$ cat src/rtl/tmr_pkg.sv
// Shared types and constants for the TMR supervisory controller.
// The bundle is {pc, alu, rd2, mem_write} for one core.
package tmr_pkg;

   typedef enum logic [1:0] {
      RUN    = 2'd0,
      RESYNC = 2'd1,
      HALT   = 2'd2
   } tmr_state_e;

   localparam int         DATA_W_DEF  = 32;
   localparam int         BUNDLE_W    = 3 * DATA_W_DEF + 1;
   localparam logic [1:0] INJECT_NONE = 2'd3;

   function automatic int bundle_width(input int data_w);
      return 3 * data_w + 1;
   endfunction

endpackage

$ cat src/rtl/tmr_majority_voter.sv
// Bitwise 2-of-3 majority voter with per-input disagreement flags.
// Also reports loss of majority when all three inputs differ pairwise.
module tmr_majority_voter #(
   parameter int W = 97
) (
   input  logic [W-1:0] in0,
   input  logic [W-1:0] in1,
   input  logic [W-1:0] in2,
   output logic [W-1:0] voted,
   output logic [2:0]   disagree,
   output logic         no_majority
);

   assign voted = (in0 & in1) | (in0 & in2) | (in1 & in2);

   assign disagree[0] = (in0 != voted);
   assign disagree[1] = (in1 != voted);
   assign disagree[2] = (in2 != voted);

   assign no_majority = (in0 != in1) && (in0 != in2) && (in1 != in2);

endmodule

$ cat src/rtl/tmr_recovery_ctrl.sv
// TMR supervisor: votes the three cores, resynchronises a persistently faulty
// core, halts on loss of majority and schedules error-injection pulses.
module tmr_recovery_ctrl
   import tmr_pkg::*;
#(
   parameter int DATA_W        = DATA_W_DEF,
   parameter int ERR_THRESH    = 3,
   parameter int RESYNC_CYCLES = 4
) (
   input  logic              clk,
   input  logic              rst_in,
   input  logic [DATA_W-1:0] pc0,
   input  logic [DATA_W-1:0] pc1,
   input  logic [DATA_W-1:0] pc2,
   input  logic [DATA_W-1:0] alu0,
   input  logic [DATA_W-1:0] alu1,
   input  logic [DATA_W-1:0] alu2,
   input  logic [DATA_W-1:0] rd2_0,
   input  logic [DATA_W-1:0] rd2_1,
   input  logic [DATA_W-1:0] rd2_2,
   input  logic [2:0]        mw_in,
   input  logic              inject_req,
   input  logic [1:0]        inject_sel,
   output logic [DATA_W-1:0] voted_pc,
   output logic [DATA_W-1:0] voted_alu,
   output logic [DATA_W-1:0] voted_rd2,
   output logic              voted_mw,
   output logic [2:0]        core_rst,
   output logic [2:0]        inject_error,
   output logic [1:0]        fault_core,
   output logic              recovering,
   output logic              fatal,
   output logic [15:0]       mismatch_cnt,
   output logic [7:0]        recovery_cnt
);

   localparam int BW = bundle_width(DATA_W);
   localparam int CW = $clog2(ERR_THRESH + 1);
   localparam int RW = (RESYNC_CYCLES > 1) ? $clog2(RESYNC_CYCLES) : 1;
   localparam logic [CW-1:0] CNT_LAST = CW'(ERR_THRESH - 1);
   localparam logic [RW-1:0] RS_LOAD  = RW'(RESYNC_CYCLES - 1);

   logic [BW-1:0] bundle0_s, bundle1_s, bundle2_s, voted_s;
   logic [2:0]    disagree_s, hit_s, core_rst_s;
   logic          no_majority_s, enter_resync_s, exit_resync_s;
   logic          recovering_s, fatal_s;
   logic [1:0]    fault_sel_s;
   tmr_state_e    state_r, next_s;
   logic [CW-1:0] err_cnt_r [3];
   logic [RW-1:0] rs_cnt_r;
   logic [15:0]   mis_cnt_r;
   logic [7:0]    rec_cnt_r;
   logic [1:0]    fault_r;
   logic [2:0]    inject_r;

   assign bundle0_s = {pc0, alu0, rd2_0, mw_in[0]};
   assign bundle1_s = {pc1, alu1, rd2_1, mw_in[1]};
   assign bundle2_s = {pc2, alu2, rd2_2, mw_in[2]};

   tmr_majority_voter #(.W(BW)) u_voter (
      .in0         (bundle0_s),
      .in1         (bundle1_s),
      .in2         (bundle2_s),
      .voted       (voted_s),
      .disagree    (disagree_s),
      .no_majority (no_majority_s)
   );

   assign voted_pc  = voted_s[3*DATA_W:2*DATA_W+1];
   assign voted_alu = voted_s[2*DATA_W:DATA_W+1];
   assign voted_rd2 = voted_s[DATA_W:1];
   assign voted_mw  = voted_s[0] & (state_r == RUN);

   // Threshold detection and lowest-index faulty core selection
   always_comb begin
      hit_s = 3'b000;
      for (int k = 0; k < 3; k++) begin
         hit_s[k] = disagree_s[k] && (err_cnt_r[k] == CNT_LAST);
      end
      if (hit_s[0]) begin
         fault_sel_s = 2'd0;
      end else if (hit_s[1]) begin
         fault_sel_s = 2'd1;
      end else if (hit_s[2]) begin
         fault_sel_s = 2'd2;
      end else begin
         fault_sel_s = 2'd0;
      end
   end

   // FSM next-state and state-decoded outputs
   always_comb begin
      next_s         = state_r;
      enter_resync_s = 1'b0;
      exit_resync_s  = 1'b0;
      core_rst_s     = 3'b000;
      recovering_s   = 1'b0;
      fatal_s        = 1'b0;
      case (state_r)
         RUN: begin
            if (no_majority_s) begin
               next_s = HALT;
            end else if (|hit_s) begin
               next_s         = RESYNC;
               enter_resync_s = 1'b1;
            end else begin
               next_s = RUN;
            end
         end
         RESYNC: begin
            core_rst_s   = 3'b111;
            recovering_s = 1'b1;
            if (rs_cnt_r == {RW{1'b0}}) begin
               next_s        = RUN;
               exit_resync_s = 1'b1;
            end else begin
               next_s = RESYNC;
            end
         end
         HALT: begin
            core_rst_s = 3'b111;
            fatal_s    = 1'b1;
            next_s     = HALT;
         end
         default: begin
            next_s = RUN;
         end
      endcase
   end

   // State register
   always_ff @(posedge clk) begin
      if (rst_in) begin
         state_r <= RUN;
      end else begin
         state_r <= next_s;
      end
   end

   // Per-core consecutive-disagreement counters
   always_ff @(posedge clk) begin
      if (rst_in || exit_resync_s) begin
         for (int k = 0; k < 3; k++) err_cnt_r[k] <= {CW{1'b0}};
      end else if (state_r == RUN) begin
         for (int k = 0; k < 3; k++) begin
            if (disagree_s[k]) begin
               err_cnt_r[k] <= err_cnt_r[k] + CW'(1);
            end else begin
               err_cnt_r[k] <= {CW{1'b0}};
            end
         end
      end
   end

   // Resync hold timer, loaded on entry and counted down to zero
   always_ff @(posedge clk) begin
      if (rst_in) begin
         rs_cnt_r <= {RW{1'b0}};
      end else if (enter_resync_s) begin
         rs_cnt_r <= RS_LOAD;
      end else if ((state_r == RESYNC) && (rs_cnt_r != {RW{1'b0}})) begin
         rs_cnt_r <= rs_cnt_r - RW'(1);
      end
   end

   // Saturating statistics and faulty-core latch
   always_ff @(posedge clk) begin
      if (rst_in) begin
         mis_cnt_r <= 16'd0;
         rec_cnt_r <= 8'd0;
         fault_r   <= 2'd0;
      end else begin
         if ((state_r == RUN) && (|disagree_s) && (mis_cnt_r != 16'hFFFF)) begin
            mis_cnt_r <= mis_cnt_r + 16'd1;
         end
         if (enter_resync_s) begin
            fault_r <= fault_sel_s;
            if (rec_cnt_r != 8'hFF) begin
               rec_cnt_r <= rec_cnt_r + 8'd1;
            end
         end
      end
   end

   // One-cycle injection pulse, accepted only while running
   always_ff @(posedge clk) begin
      if (rst_in) begin
         inject_r <= 3'b000;
      end else if ((state_r == RUN) && inject_req && (inject_sel != INJECT_NONE)) begin
         inject_r <= 3'b001 << inject_sel;
      end else begin
         inject_r <= 3'b000;
      end
   end

   assign core_rst     = core_rst_s;
   assign recovering   = recovering_s;
   assign fatal        = fatal_s;
   assign fault_core   = fault_r;
   assign mismatch_cnt = mis_cnt_r;
   assign recovery_cnt = rec_cnt_r;
   assign inject_error = inject_r;

endmodule

$ cat config.mk
export PLATFORM = sky130hd
export DESIGN_NAME = tmr_recovery_ctrl
export DESIGN_NICKNAME = d
export VERILOG_FILES = /design/src/rtl/tmr_pkg.sv /design/src/rtl/tmr_majority_voter.sv /design/src/rtl/tmr_recovery_ctrl.sv
export SDC_FILE = /design/constraint.sdc
export NUM_CORES = 1
export LEC_CHECK = 0
export ABC_AREA = 1
export BUFFER_PORTS_ARGS = -buffer_cell sky130_fd_sc_hd__buf_4
export CAP_MARGIN = 25
export CORE_AREA = 2 2 165 167
export DETAILED_ROUTE_END_ITERATION = 12
export DIE_AREA = 0 0 167 169
export GPL_TIMING_DRIVEN = 0
export HOLD_SLACK_MARGIN = 0.1
export PLACE_DENSITY = 0.88
export SYNTH_ARGS = -nofsm -noshare
export SYNTH_HDL_FRONTEND = slang
export SYNTH_HIERARCHICAL = 1
export SYNTH_SLANG_ARGS = --single-unit
export TNS_END_PERCENT = 30
$ cat constraint.sdc
create_clock -name clk -period 5.5 [get_ports clk]
set_input_delay 0.275 -clock clk [delete_from_list [all_inputs] [get_ports clk]]
set_output_delay 0.275 -clock clk [all_outputs]
set_load 0.05 [all_outputs]
# Word-level counts from Yosys, hierarchy flattened
# Memories as Yosys holds them, arrays and structs flattened.
# Index checks and enable logic that the tools add are counted.
# word_totals
ff_bits	33
mem_bits_rw	6
in_bits	296
out_inout_bits	131
wordCells	110
memories	1
# classes
n_addsub	6
eq_ne	14
n_shift	1
n_mux	49
bitwise_logic	13
n_reduce_logical	20
# mem_list
name	depth	word_bits	read_ports	rd_clocked_by_memory_dff	wr	line_no	text
err_cnt_r	3	2	3	0	3	tmr_recovery_ctrl.sv:49	logic [CW-1:0] err_cnt_r [3];
# op_table
operator	n
inequality test 97 bit	6
bitwise AND 97 bit	3
bitwise OR 97 bit	2
two-way mux 1 bit	35
two-way mux 2 bit	12
adder 16 x 1 -> 16 bit, second input constant	1
inequality test 16 bit, second input constant	1
logical AND 1 bit	10
adder 8 x 1 -> 8 bit, second input constant	1
equality test 2 bit, second input constant	4
inequality test 8 bit, second input constant	1
adder 2 x 1 -> 2 bit, second input constant	3
bitwise OR 1 bit	6
one-hot mux 2 bit (3 select lines)	1
OR reduction 3 bit	2
zero test 2 bit	2
nonzero test 2 bit	2
OR reduction 2 bit	2
two-way mux 3 bit	1
left shift 1 x 2 -> 3 bit, first input constant	1
equality test 2 x 1 -> 1 bit, second input constant	1
inequality test 2 bit, second input constant	1
AND reduction 2 bit	1
subtractor 2 x 1 -> 2 bit, second input constant	1
other kinds (3)	3

# Depth between registers and ports, before layout
# logic_depth
word_depth	10
depth_mapped	22
ltp_nobuf	22

# Cells and area by module
# The synthesis kept the hierarchy.
# by_module_without_submodules
mod	instances	cells_per_inst	area_each_um2	seq_area_each_um2
tmr_majority_voter	1	2104	11602.4	0.0
tmr_recovery_ctrl	1	292	2063.2	820.8

# Least setup slack after synthesis
# No wires, ideal clock.
# synth_path
kind	in2reg
startpoint	input rd2_0[1]
endpoint	register mis_cnt_r[11] (netlist: mismatch_cnt[11])
setup_time_ns	0.070
t_arrival_ns	2.447
t_required_ns	5.430
path_slack_ns	2.983
stages	16
n_path_buf	1
path_cell_list	ha_1 -> inv_1 -> nand3_1 -> xor2_1 -> nor2_1 -> nand2_1 -> nor2_1 -> nand3_1 -> nor2_1 -> nand2_1 -> nor2_1 -> a21oi_4 -> o21ai_1 -> buf_4 -> nand2_1 -> a21oi_1
# synth_via
elab_chain_cells	7
elab_cells_between_ends	10
cone_classes	3 x eq/ne; 4 x bitwise; 3 x reduce/logical
# synth_rtl
item	line_no	text
start: declaration	tmr_recovery_ctrl.sv:18	input logic [DATA_W-1:0] rd2_0,
bitwise AND 97 bit	tmr_majority_voter.sv:14	assign voted = (in0 & in1) | (in0 & in2) | (in1 & in2);
bitwise OR 97 bit * (2 in series)	tmr_majority_voter.sv:14	
via voted_rd2[1]	tmr_recovery_ctrl.sv:26	output logic [DATA_W-1:0] voted_rd2,
inequality test 97 bit *	tmr_majority_voter.sv:18	assign disagree[2] = (in2 != voted);
via disagree_s[2]	tmr_recovery_ctrl.sv:44	logic [2:0] disagree_s, hit_s, core_rst_s;
OR reduction 3 bit *	tmr_recovery_ctrl.sv:173	if ((state_r == RUN) && (|disagree_s) && (mis_cnt_r != 16'hFFFF)) begin
logical AND 1 bit * (2 in series)	tmr_recovery_ctrl.sv:173	
end signal: assignment	tmr_recovery_ctrl.sv:174	mis_cnt_r <= mis_cnt_r + 16'd1;
end: declaration	tmr_recovery_ctrl.sv:51	logic [15:0] mis_cnt_r;
# The timed path passes the listed nets; every way through them passes the cells marked *.
# A chain may end at the register's enable or synchronous reset.

# Worst setup path in the final report
# layout_path
startpoint	input rd2_0[11]
endpoint	register mis_cnt_r[5] (netlist: mismatch_cnt[5])
# layout_via
elab_chain_cells	7
elab_cells_between_ends	10
cone_classes	3 x eq/ne; 4 x bitwise; 3 x reduce/logical
# layout_rtl
item	line_no
bitwise AND 97 bit	tmr_majority_voter.sv:14
bitwise OR 97 bit * (2 in series)	tmr_majority_voter.sv:14
inequality test 97 bit *	tmr_majority_voter.sv:18
via disagree_s[2]	tmr_recovery_ctrl.sv:44
OR reduction 3 bit *	tmr_recovery_ctrl.sv:173
logical AND 1 bit * (2 in series)	tmr_recovery_ctrl.sv:173
# Marks and branches as above.

==> results <==
- The area growth from synthesis to layout is 27.6%.
- The kind of launch point of the worst setup path is an input pin.
- The I/O pin count is 427.
- The multiplexer share of the synthesized area is 0.
- Leaving out fill and tap cells, the most frequent cell in the layout is sky130_fd_sc_hd__nand2_1.
- The cell count after synthesis came out at between 2000 and 2500.
- The number of resized instances in the post-cts repair step is 0.
- The overall overflow remaining after global route is 0.
- At the later pin of the worst-skew pair, clock insertion delay measures a little under 0.3 ns.
- The dominant delay contributor by cell family on the critical path is simple AND/OR/NAND/NOR gates.
- The worst register-to-register path ends at mismatch_cnt[5]$_SDFFE_PP0P_.
- The clock buffer count from CTS is 5.
- The time the final worst path needs with I/O delays and setup is 2.81 ns.
- In this run the number of cells on the critical path is 16.
- The total power of the final layout is 2.14 mW.
- The run finished with clean final reports.
- For the final database, setup skew stands at 0.00706 ns.
- The clock-pin slew reported for the worst setup and hold paths after clock tree synthesis is 0.06 ns.
- The final layout contains 3426 nets.
- The signal on the critical path passes through buf_4 > ha_1 > nor2_1 > nand2_1 > xnor2_1 > nand2_1 > nor3_1 > nand3_1 > nor2_1 > nand2_1 > nor2_1 > a21oi_4 > o21ai_1 > buf_4 > nand2_1 > a21oi_1.
- The first-pass GRT wire length is approximately 78000 um.
- The worst reg2reg path startpoint is state_r[0]$_SDFF_PP0_.
- The summed instance area of the synthesized netlist is 13700 um^2.
- The most critical setup path has its startpoint at rd2_0[11].
- The type of element capturing the critical path is a flop.
- The average footprint of a synthesized cell is 5.70 um^2.
- In the final layout, the share of cells above drive strength 1 is 0.181.
- The first-iteration detailed-routing DRC count is between 1000 and 1500.
- The starting density of the core is 0.516.
- The row count is 60.
- The via count normalized by instance count is 5.29.
- The compound-cell area share of the yosys netlist is 0.0156.
- The count of state elements after synthesis is 39.
- The number of global-route vias before repair is ~16000.
- The standard cell core area is 26500 um^2.
- The top achievable clock speed is ~0.36 GHz.
- The number of different library cells used by synthesis comes to 33.
- Across the VDD grid, the largest voltage drop is 0.123 mV.
- The worst setup slack after placement is 2.44 ns.
- Of the total synthesized cell area, the portion taken by XOR and XNOR cells is 0.0474.
- TritonCTS built the clock tree.
- The number of nets handed over by synthesis was roughly 3000.
- The final setup violation count is 0.
- The initial antenna violation count was 1.
- The worst path meets setup with 2.69 ns of slack.
- In this run the static leakage power is 10.4 nW.
- The hold buffer count at cts is 0.
- The combinational family with the most area after synthesis is simple AND/OR/NAND/NOR gates.
- For this run, the detailed router's first-pass iteration total came to 10.
- In this run the vertical extent of the chip is about 170 um.
- Counting along the longest clock path gives a buffer depth of 2.
- The measured slew at the worst slew-check pin is 0.607 ns.
- The highest cell delay on the worst timing path is approximately 0.52 ns.
- The share of synthesized area in the top cell type comes to 0.276.
- The number of hold-slack violations in the final timing report was 0.
- The clock sink total is 39.
- The kind of critical path is input pin to flop.
- For this run, the total global-route usage over all layers was measured as 0.345.
- Wires add up to 51200 um.
- The total via count after detailed routing is approximately 17000.
- In the final routed layout, each cell accounts on average for 16.2 um.
- The slowest cell on the critical path is sky130_fd_sc_hd__xnor2_1.
- The endpoint required time on the critical path is 5.71 ns.
- The clock tree synthesis step divided the H-tree into 2 levels.
- The detailed placer's ending HPWL is 45600 um.
- Entering global routing, the biggest net connects 13 pins.
- Input and output buffers added on the ports amount to ~430.
- The sequential fraction of the synthesis area is 0.0601.
- The worst slack on hold paths is 0.162 ns.
- After detailed routing, the number of remaining DRC violations is 0.
- After synthesis, the cell types taking the most area are sky130_fd_sc_hd__ha_1 28%, sky130_fd_sc_hd__nand2_1 20%, sky130_fd_sc_hd__inv_1 14%.
- The data arrival at the endpoint of the critical path is about 3.0 ns.
- Across the run, the number of max-cap violations was 0.
- The synthesized-area fraction occupied by and/or/nand/nor cells is 0.455.
- The type of the most critical hold path is input pin to flop.
- The tree is rooted in a sky130_fd_sc_hd__clkbuf_16.
- In this run the worst path has a maximum fanout of 10.
- For this run, the number of Yosys warnings is 6.
- The worst pin sits at a relative slew slack of 0.592.
- The library cells used most frequently in the layout, excluding fill and tap cells, are 724 x sky130_fd_sc_hd__nand2_1, 498 x sky130_fd_sc_hd__inv_1, 429 x sky130_fd_sc_hd__buf_4.
- The final worst-path cycle share is 0.510.
- Routability-driven placement finished with a final weighted congestion of 0.980.
- For the worst flop-to-flop path, the logic depth is 9.
- The total buffers and inverters traversed by the critical path is 2.
- The most numerous cell on the critical path is sky130_fd_sc_hd__nand2_1.
- The floorplan die width is roughly 170 um.
- In the final timing run, aggregate negative setup slack is 0 ns.
- The total count of max-transition violations in the final report is 0.
- The most critical setup path has its endpoint at mismatch_cnt[5]$_SDFFE_PP0P_.
- Across all register-to-register paths, the minimum setup slack is 3.58 ns.
- The post-synthesis cell type with the largest combined area is sky130_fd_sc_hd__ha_1.
- The power per standard cell area is 123 nW/um^2.
- The number of antenna-violating nets in the routed design is 0.
- The die footprint is approximately 28000 um^2.
- The post-CTS setup-driven buffer insertion count is 0.
- Of the total synthesized cell area, the portion taken by full adders, half adders and majority gates is 0.276.
- Setup repair after global routing left no endpoint under its margin.
registers in the layout, indices dropped and copies added (netlist names):
| signal | flops |
|---|---|
| recovery_cnt | 8 |
| state_r | 2 |
| mismatch_cnt | 16 |
| err_cnt_r | 6 |
| rs_cnt_r | 2 |
| fault_core | 2 |
| inject_error | 3 |
kinds of logic after synthesis:
family | after synthesis
flip-flops | 39
buffers and inverters | 526
adder cells (fa/ha/maj) | 301
AND/OR/NAND/NOR | 1418
XOR/XNOR | 74
AO/OA/AOI/OAI | 38
cells in the mapped netlist, drive strengths merged:
cell type / n
nor4: 24
clkinv: 19
or2: 9
o211ai: 1
buf: 4
xnor2: 15
nand3b: 20
a21oi: 26
o211a: 1
nand4: 148
nor3: 13
and3: 1
nand3: 139
nand2: 754
inv: 500
ha: 301
dfxtp: 35
o2111ai: 1
nor2: 310
clkbuf: 3
edfxtp: 4
o21ai: 9
xor2: 59
power breakdown:
| group | internal [mW] | total, mW | switching, mW |
|---|---|---|---|
| logic | 0.561 | 1.56 | 0.996 |
| clock network | 0.166 | 0.284 | 0.118 |
| registers | 0.296 | 0.302 | 0.00568 |
worst min-delay path by stage:
stage | slack, ns | end | cells after the start | startpoint
2_1_floorplan | 0.35 | inject_error[0]$_SDFF_PP0_ | 1 | inject_sel[1]
3_3_place_gp | 0.45 | inject_error[0]$_SDFF_PP0_ | 2 | inject_sel[0]
3_5_place_dp | 0.45 | inject_error[0]$_SDFF_PP0_ | 2 | inject_sel[0]
4_1_cts | 0.16 | inject_error[0]$_SDFF_PP0_ | 2 | inject_sel[0]
5_1_grt | 0.16 | inject_error[0]$_SDFF_PP0_ | 2 | inject_sel[0]
6_report | 0.16 | inject_error[0]$_SDFF_PP0_ | 2 | inject_sel[0]
per-layer routing:
metal	global-route usage	up-vias	part of all wire
met5	0	-	0
met4	0.171	0	0.057
met3	0.0589	156	0.079
met2	0.621	726	0.47
met1	0.395	7456	0.39
li1	-	8437	-
cell type report:
cell class	count	area [um^2]
well taps	341	427
multi-input cells	1831	10900
clock inverters	3	15.0
clock buffers	5	125
plain buffers	7	45.0
inverters	519	1950
fillers	2387	9070
diodes	1	2.50
repair buffers	426	3200
flip-flops and latches	39	821
stage by stage:
step           utilization  instance area (um^2)  cells
2_1_floorplan            -                 13700   2396
3_3_place_gp         0.652                 17300   3163
3_5_place_dp         0.652                 17300   3163
4_1_cts              0.658                 17400   3171
5_1_grt              0.658                 17400   3171
6_report             0.658                 17400   3172
Power figures use the tool's default switching activity.
